[src/rtl/cds_pkg.sv]
// Shared definitions for the CDS readout sequencer: FSM state encoding,
// default timing constants and a counter-width helper.
package cds_pkg;

  typedef enum logic [2:0] {
    IDLE,
    ROW_SETTLE,
    TRIG,
    WAIT_CDS,
    ADC,
    WAIT_ADC,
    DONE
  } cds_state_t;

  localparam int DEFAULT_SETTLE_CYCLES  = 4;
  localparam int DEFAULT_TIMEOUT_CYCLES = 4096;

  // Bits needed to hold any value from 0 up to max_count inclusive.
  function automatic int cnt_width(input int max_count);
    return (max_count < 1) ? 1 : $clog2(max_count + 1);
  endfunction

endpackage

[src/rtl/cds_seq_watchdog.sv]
// Handshake watchdog for the CDS readout sequencer; only compiled when
// CDS_SEQ_TIMEOUT_EN is defined.
`ifdef CDS_SEQ_TIMEOUT_EN
module cds_seq_watchdog
  import cds_pkg::*;
#(
  parameter int TIMEOUT_CYCLES = DEFAULT_TIMEOUT_CYCLES
) (
  input  logic clk,
  input  logic reset_n,
  input  logic enable,
  output logic expired
);

  localparam int CNT_W = cnt_width(TIMEOUT_CYCLES);
  localparam logic [CNT_W-1:0] LAST = CNT_W'(TIMEOUT_CYCLES - 1);

  logic [CNT_W-1:0] count;

  assign expired = enable && (count == LAST);

  // Counts consecutive waiting cycles; restarts whenever the wait ends.
  always_ff @(posedge clk or negedge reset_n) begin
    if (!reset_n) begin
      count <= '0;
    end else if (!enable || expired) begin
      count <= '0;
    end else begin
      count <= count + CNT_W'(1);
    end
  end

endmodule
`endif

[src/rtl/cds_readout_sequencer.sv]
// Row/column readout sequencer driving a CDS clock generator and an ADC.
// Optional handshake watchdog enabled by defining CDS_SEQ_TIMEOUT_EN.
module cds_readout_sequencer
  import cds_pkg::*;
#(
  parameter int ROW_W          = 8,
  parameter int COL_W          = 8,
  parameter int SETTLE_CYCLES  = DEFAULT_SETTLE_CYCLES,
  parameter int TIMEOUT_CYCLES = DEFAULT_TIMEOUT_CYCLES
) (
  input  logic             clk,
  input  logic             reset_n,
  input  logic             start,
  input  logic             abort,
  input  logic [ROW_W-1:0] num_rows,
  input  logic [COL_W-1:0] num_cols,
  input  logic             cds_done,
  input  logic             adc_done,
  output logic             cds_trigger,
  output logic             adc_start,
  output logic             row_sel,
  output logic [ROW_W-1:0] row_addr,
  output logic [COL_W-1:0] col_addr,
  output logic             busy,
  output logic             frame_done,
  output logic             seq_error
);

  localparam int SET_W = cnt_width(SETTLE_CYCLES);
  localparam logic [SET_W-1:0] SETTLE_LAST = SET_W'(SETTLE_CYCLES - 1);

  cds_state_t       state_q, state_d;
  logic [ROW_W-1:0] rows_q, rows_d;
  logic [COL_W-1:0] cols_q, cols_d;
  logic [ROW_W-1:0] row_q, row_d;
  logic [COL_W-1:0] col_q, col_d;
  logic [SET_W-1:0] settle_q, settle_d;
  logic             gap_q, gap_d;
  logic             timeout;

`ifdef CDS_SEQ_TIMEOUT_EN
  logic waiting;
  logic err_q;

  assign waiting   = (state_q == WAIT_CDS) || (state_q == WAIT_ADC);
  assign seq_error = err_q;

  cds_seq_watchdog #(
    .TIMEOUT_CYCLES(TIMEOUT_CYCLES)
  ) u_watchdog (
    .clk    (clk),
    .reset_n(reset_n),
    .enable (waiting),
    .expired(timeout)
  );

  // Sticky until the next accepted frame start.
  always_ff @(posedge clk or negedge reset_n) begin
    if (!reset_n) begin
      err_q <= 1'b0;
    end else if (timeout) begin
      err_q <= 1'b1;
    end else if (!abort && (state_q == IDLE) && start) begin
      err_q <= 1'b0;
    end
  end
`else
  assign timeout = 1'b0;
  // Constant low; the term only keeps TIMEOUT_CYCLES referenced.
  assign seq_error = 1'b0 && (TIMEOUT_CYCLES > 0);
`endif

  always_ff @(posedge clk or negedge reset_n) begin
    if (!reset_n) begin
      state_q  <= IDLE;
      rows_q   <= '0;
      cols_q   <= '0;
      row_q    <= '0;
      col_q    <= '0;
      settle_q <= '0;
      gap_q    <= 1'b0;
    end else begin
      state_q  <= state_d;
      rows_q   <= rows_d;
      cols_q   <= cols_d;
      row_q    <= row_d;
      col_q    <= col_d;
      settle_q <= settle_d;
      gap_q    <= gap_d;
    end
  end

  always_comb begin
    state_d  = state_q;
    rows_d   = rows_q;
    cols_d   = cols_q;
    row_d    = row_q;
    col_d    = col_q;
    settle_d = settle_q;
    gap_d    = gap_q;

    busy        = (state_q != IDLE);
    cds_trigger = (state_q == TRIG);
    adc_start   = (state_q == ADC);
    frame_done  = (state_q == DONE);
    row_sel     = ((state_q == ROW_SETTLE) && !gap_q) || (state_q == TRIG) ||
                  (state_q == WAIT_CDS) || (state_q == ADC) || (state_q == WAIT_ADC);
    row_addr    = row_q;
    col_addr    = col_q;

    if (abort || timeout) begin
      state_d = IDLE;
    end else begin
      case (state_q)
        IDLE: begin
          if (start) begin
            rows_d   = num_rows;
            cols_d   = num_cols;
            row_d    = '0;
            col_d    = '0;
            settle_d = '0;
            gap_d    = 1'b0;
            state_d  = ((num_rows == '0) || (num_cols == '0)) ? DONE : ROW_SETTLE;
          end
        end
        // A row change first spends one cycle with row_sel low, then settles.
        ROW_SETTLE: begin
          if (gap_q) begin
            gap_d = 1'b0;
          end else if (settle_q == SETTLE_LAST) begin
            settle_d = '0;
            state_d  = TRIG;
          end else begin
            settle_d = settle_q + SET_W'(1);
          end
        end
        TRIG: state_d = WAIT_CDS;
        WAIT_CDS: begin
          if (cds_done) state_d = ADC;
        end
        ADC: state_d = WAIT_ADC;
        WAIT_ADC: begin
          if (adc_done) begin
            if (col_q != cols_q - COL_W'(1)) begin
              col_d   = col_q + COL_W'(1);
              state_d = TRIG;
            end else if (row_q != rows_q - ROW_W'(1)) begin
              row_d    = row_q + ROW_W'(1);
              col_d    = '0;
              settle_d = '0;
              gap_d    = 1'b1;
              state_d  = ROW_SETTLE;
            end else begin
              state_d = DONE;
            end
          end
        end
        DONE: state_d = IDLE;
        default: state_d = IDLE;
      endcase
    end
  end

endmodule
[config.mk]
export PLATFORM = sky130hd
export DESIGN_NAME = cds_readout_sequencer
export DESIGN_NICKNAME = d
export VERILOG_FILES = /design/src/rtl/cds_pkg.sv /design/src/rtl/cds_seq_watchdog.sv /design/src/rtl/cds_readout_sequencer.sv
export SDC_FILE = /design/constraint.sdc
export NUM_CORES = 1
export LEC_CHECK = 0
export CORE_AREA = 2 2 90 92
export CTS_BUF_LIST = sky130_fd_sc_hd__clkbuf_8
export DETAILED_ROUTE_END_ITERATION = 16
export DIE_AREA = 0 0 92 94
export RECOVER_POWER = 50
export SLEW_MARGIN = 20
export SYNTH_ARGS = -nofsm -noshare
export SYNTH_HDL_FRONTEND = slang
export SYNTH_SLANG_ARGS = --single-unit
[constraint.sdc]
create_clock -name clk -period 4.5 [get_ports clk]
set_input_delay 0.675 -clock clk [delete_from_list [all_inputs] [get_ports clk]]
set_output_delay 0.675 -clock clk [all_outputs]
set_load 0.01 [all_outputs]
==> flow_metrics.env <==
export IMPL_status="finished, violations left"
export IMPL_violations="max-capacitance violations, max-slew violations"
export IMPL_combPwrFrac_pct=40.9
export IMPL_cts_hold_buf=0
export IMPL_io_pins=44
export IMPL_num_nets_final=365
export IMPL_r2r_end="row_addr[0]"
export IMPL_die_w_um=92
export IMPL_timing_setup_tns_ns=0
export IMPL_holdPathStages=1
export IMPL_skew_ns=0.0108
export IMPL_switchingPower_w=0.000548
export IMPL_firstDrtPassIters=4
export IMPL_yosys_area_top_type="dfrtp_1"
export IMPL_vias_per_cell=5.28
export IMPL_fin_crit_ns=3.16
export IMPL_fmax_ghz=0.316
export IMPL_cts_resized_gates=0
export IMPL_rsz0062_at_grt="false"
export IMPL_drt_iter0_drc=167
export IMPL_required_ns=4.68
export IMPL_die_area_mm2=0.00865
export IMPL_ir_worst_vdd_uv=152
export IMPL_totalWireLength_um=6260
export IMPL_numCtsBuffers=5
export IMPL_p_int_w=0.000871
export IMPL_worstPathArrival_ns=3.34
export IMPL_drive_gt1_share_pct=4.73
export IMPL_cts_setup_buffers=0
export IMPL_clock_root_buffer="clkbuf_8"
export IMPL_ant_nets=0
export IMPL_antenna_found_initial=0
export IMPL_path_max_fanout=13
export IMPL_ys_top_cells_by_area="dfrtp_1 38%, nand2_1 8.0%, xnor2_1 3.4%"
export IMPL_grt_max_degree=40
export IMPL_grt_pass1_wl_um=10800
export IMPL_power_per_cell_area_mw_per_mm2=448
export IMPL_synth_top_area_share_pct=37.7
export IMPL_fin_util_pct=41.6
export IMPL_hpwlAfterDp_um=4580
export IMPL_rr_startpoint="rows_q[0]"
export IMPL_place_inst=433
export IMPL_final_hold_viol_count=0
export IMPL_start_util_pct=34.0
export IMPL_crit_type="reg2reg"
export IMPL_routedWlPerCell_um=14.2
export IMPL_leakagePower_nw=1.32
export IMPL_cts_tree="done"
export IMPL_maxCapViolCount=1
export IMPL_clk_latency_ns=0.29
export IMPL_power_switching_share_pct=38.6
export IMPL_ff2ff_path_depth=9
export IMPL_synth_area_mm2=0.00259
export IMPL_slew_headroom_pct=-43.3
export IMPL_power_frac_clock_pct=19.7
export IMPL_fill_cells=772
export IMPL_synth_cells=303
export IMPL_ys_seq_elements=39
export IMPL_synth_seq_area_share_pct=37.7
export IMPL_grt_overflow=0
export IMPL_htree_num_levels=2
export IMPL_maxSlewViolCount=40
export IMPL_antenna_diode_count=0
export IMPL_portBuffers=42
export IMPL_final_cells=440
export IMPL_die_y_um=94
export IMPL_min_path_type="reg2reg"
export IMPL_fin_worst_hold_slack_ns=0.514
export IMPL_drcViolationCount=0
export IMPL_syn_nets=330
export IMPL_setup_viol=0
export IMPL_avgSynthCellArea_um2=8.54
export IMPL_seqPwrFrac_pct=39.4
export IMPL_synthFlopType="dfrtp_1"
export IMPL_synth_edf_count=0
export IMPL_ys_types=65
export IMPL_via_count=2323
export IMPL_min_from="settle_q[1]"
export IMPL_core_area_mm2=0.00761
export IMPL_worst_pin_slew_ns=2.15
export IMPL_period_share_pct=70.3
export IMPL_rows=32
export IMPL_area_growth_pct=22.4
export IMPL_power_total_w=0.00142
export IMPL_yosysWarnings=0
export IMPL_crit_path_end_kind="register"
export IMPL_place_gp_congestion=0.808
export IMPL_grt_pass1_vias=2296
export IMPL_worstSetupStartpointType="register"
export IMPL_rrSetupSlack_ns=1.34
export IMPL_whs_endpoint="settle_q[1]"
export IMPL_clk_pin_slew_ns=0.08
export IMPL_async_flop_share_pct=100
export IMPL_ctsLongestPathBuffers=2
export IMPL_groute_usage_overall_pct=15.6
export IMPL_clock_sinks=39
[critical path, stage by stage (launching register included)]
cell and delay, ns:
dfrtp_1 0.41, inv_1 0.08, ha_1 0.17, or3b_1 0.39
nor3_1 0.19, o21ai_0 0.11, a2111o_1 0.41, o21ai_1 0.68
a21oi_2 0.28, mux2_2 0.34
[cell families after synthesis]
kind of cell	count (synthesis)	synth area share (%)
and+or+nand+nor	134	27.1
AOI/OAI and AO/OA	68	18.6
DFF	39	37.7
buffers and inverters	31	4.98
xor gates and xnor gates	15	5.07
muxes	10	4.01
adders and majority gates	5	2.42
other	1	0.145
[cell type report]
type	instances	area, um2	area share [%]
Multi-Input combinational cell	233	1480	46.8
Sequential cell	39	976	30.8
Timing Repair Buffer	43	418	13.2
Tap cell	102	128	4.03
Clock buffer	5	68.8	2.17
Inverter	16	60.1	1.90
Clock inverter	2	33.8	1.07
[routing by layer]
| metal | global-route usage, % | up-vias | wire, um |
|---|---|---|---|
| li1 | - | 1158 | - |
| met1 | 20.5 | 1124 | 3040 |
| met2 | 25.9 | 34 | 2970 |
| met3 | 3.13 | 7 | 186 |
| met4 | 4.60 | 0 | 65 |
| met5 | 0 | - | 0 |
[worst max path at each step]
stage	startpoint	end	slack, ns	depth (start not counted)
floorplan	rows_q[0]	col_addr[4]	1.87	10
global placement	rows_q[0]	row_addr[0]	1.47	9
detailed placement	rows_q[0]	row_addr[0]	1.37	9
CTS	rows_q[0]	row_addr[0]	1.36	9
global route	rows_q[0]	row_addr[0]	1.15	9
finish	rows_q[0]	row_addr[0]	1.34	9
[cells in the mapped netlist, drive strengths merged, types with 2 or more instances]
master,count
ha,5
nor4,3
nor2,17
or4,4
nand2b,6
a21boi,2
inv,16
buf,4
xor2,5
a2111o,2
mux2i,7
clkbuf,11
nor3b,2
a22o,3
dfrtp,39
xnor2,10
a2111oi,2
nand4b,3
and2,3
nand4,7
nor3,11
a21bo,3
nor2b,2
mux2,3
a311oi,2
a211oi,4
or4b,2
nand3,7
a211o,2
o22a,2
nand3b,3
a21oi,18
and3b,2
o21ai,16
or3b,2
nand2,55
[state kept, by name, summed over array words and instances, names as in the netlist]
signal    cells
col_addr      8
settle_q      3
rows_q        8
gap_q         1
row_addr      8
cols_q        8
state_q       3
[power groups by stage]
stage	sequential (W)	combinational, W	clock (W)
global route	0.000577	0.000662	0.000306
detailed placement	0.000563	0.000584	0
finish	0.000558	0.000580	0.000280
floorplan	0.000518	0.000456	0
global placement	0.000562	0.000569	0
CTS	0.000557	0.000588	0.000290
[cells in the final DEF, fill, tap and decap left out, types with 6 or more instances in the layout]
master | Yosys | layout
o21ai_0 | 14 | 14
mux2i_1 | 7 | 7
nand2_1 | 55 | 55
dfrtp_1 | 39 | 39
clkdlybuf4s50_1 | 0 | 36
nor2_1 | 17 | 17
nor3_1 | 11 | 11
nand3_1 | 7 | 7
inv_1 | 15 | 16
a21oi_1 | 17 | 17
xnor2_1 | 10 | 10
nand4_1 | 7 | 7
nand2b_1 | 6 | 6
[stage by stage]
stage / instance area [um2] / setup slack, ns
finish: 3170 / 1.34
global route: 3170 / 1.15
CTS: 3170 / 1.36
detailed placement: 3070 / 1.37
global placement: 3070 / 1.47
floorplan: 2590 / 1.87
Power figures use the tool's default switching activity.
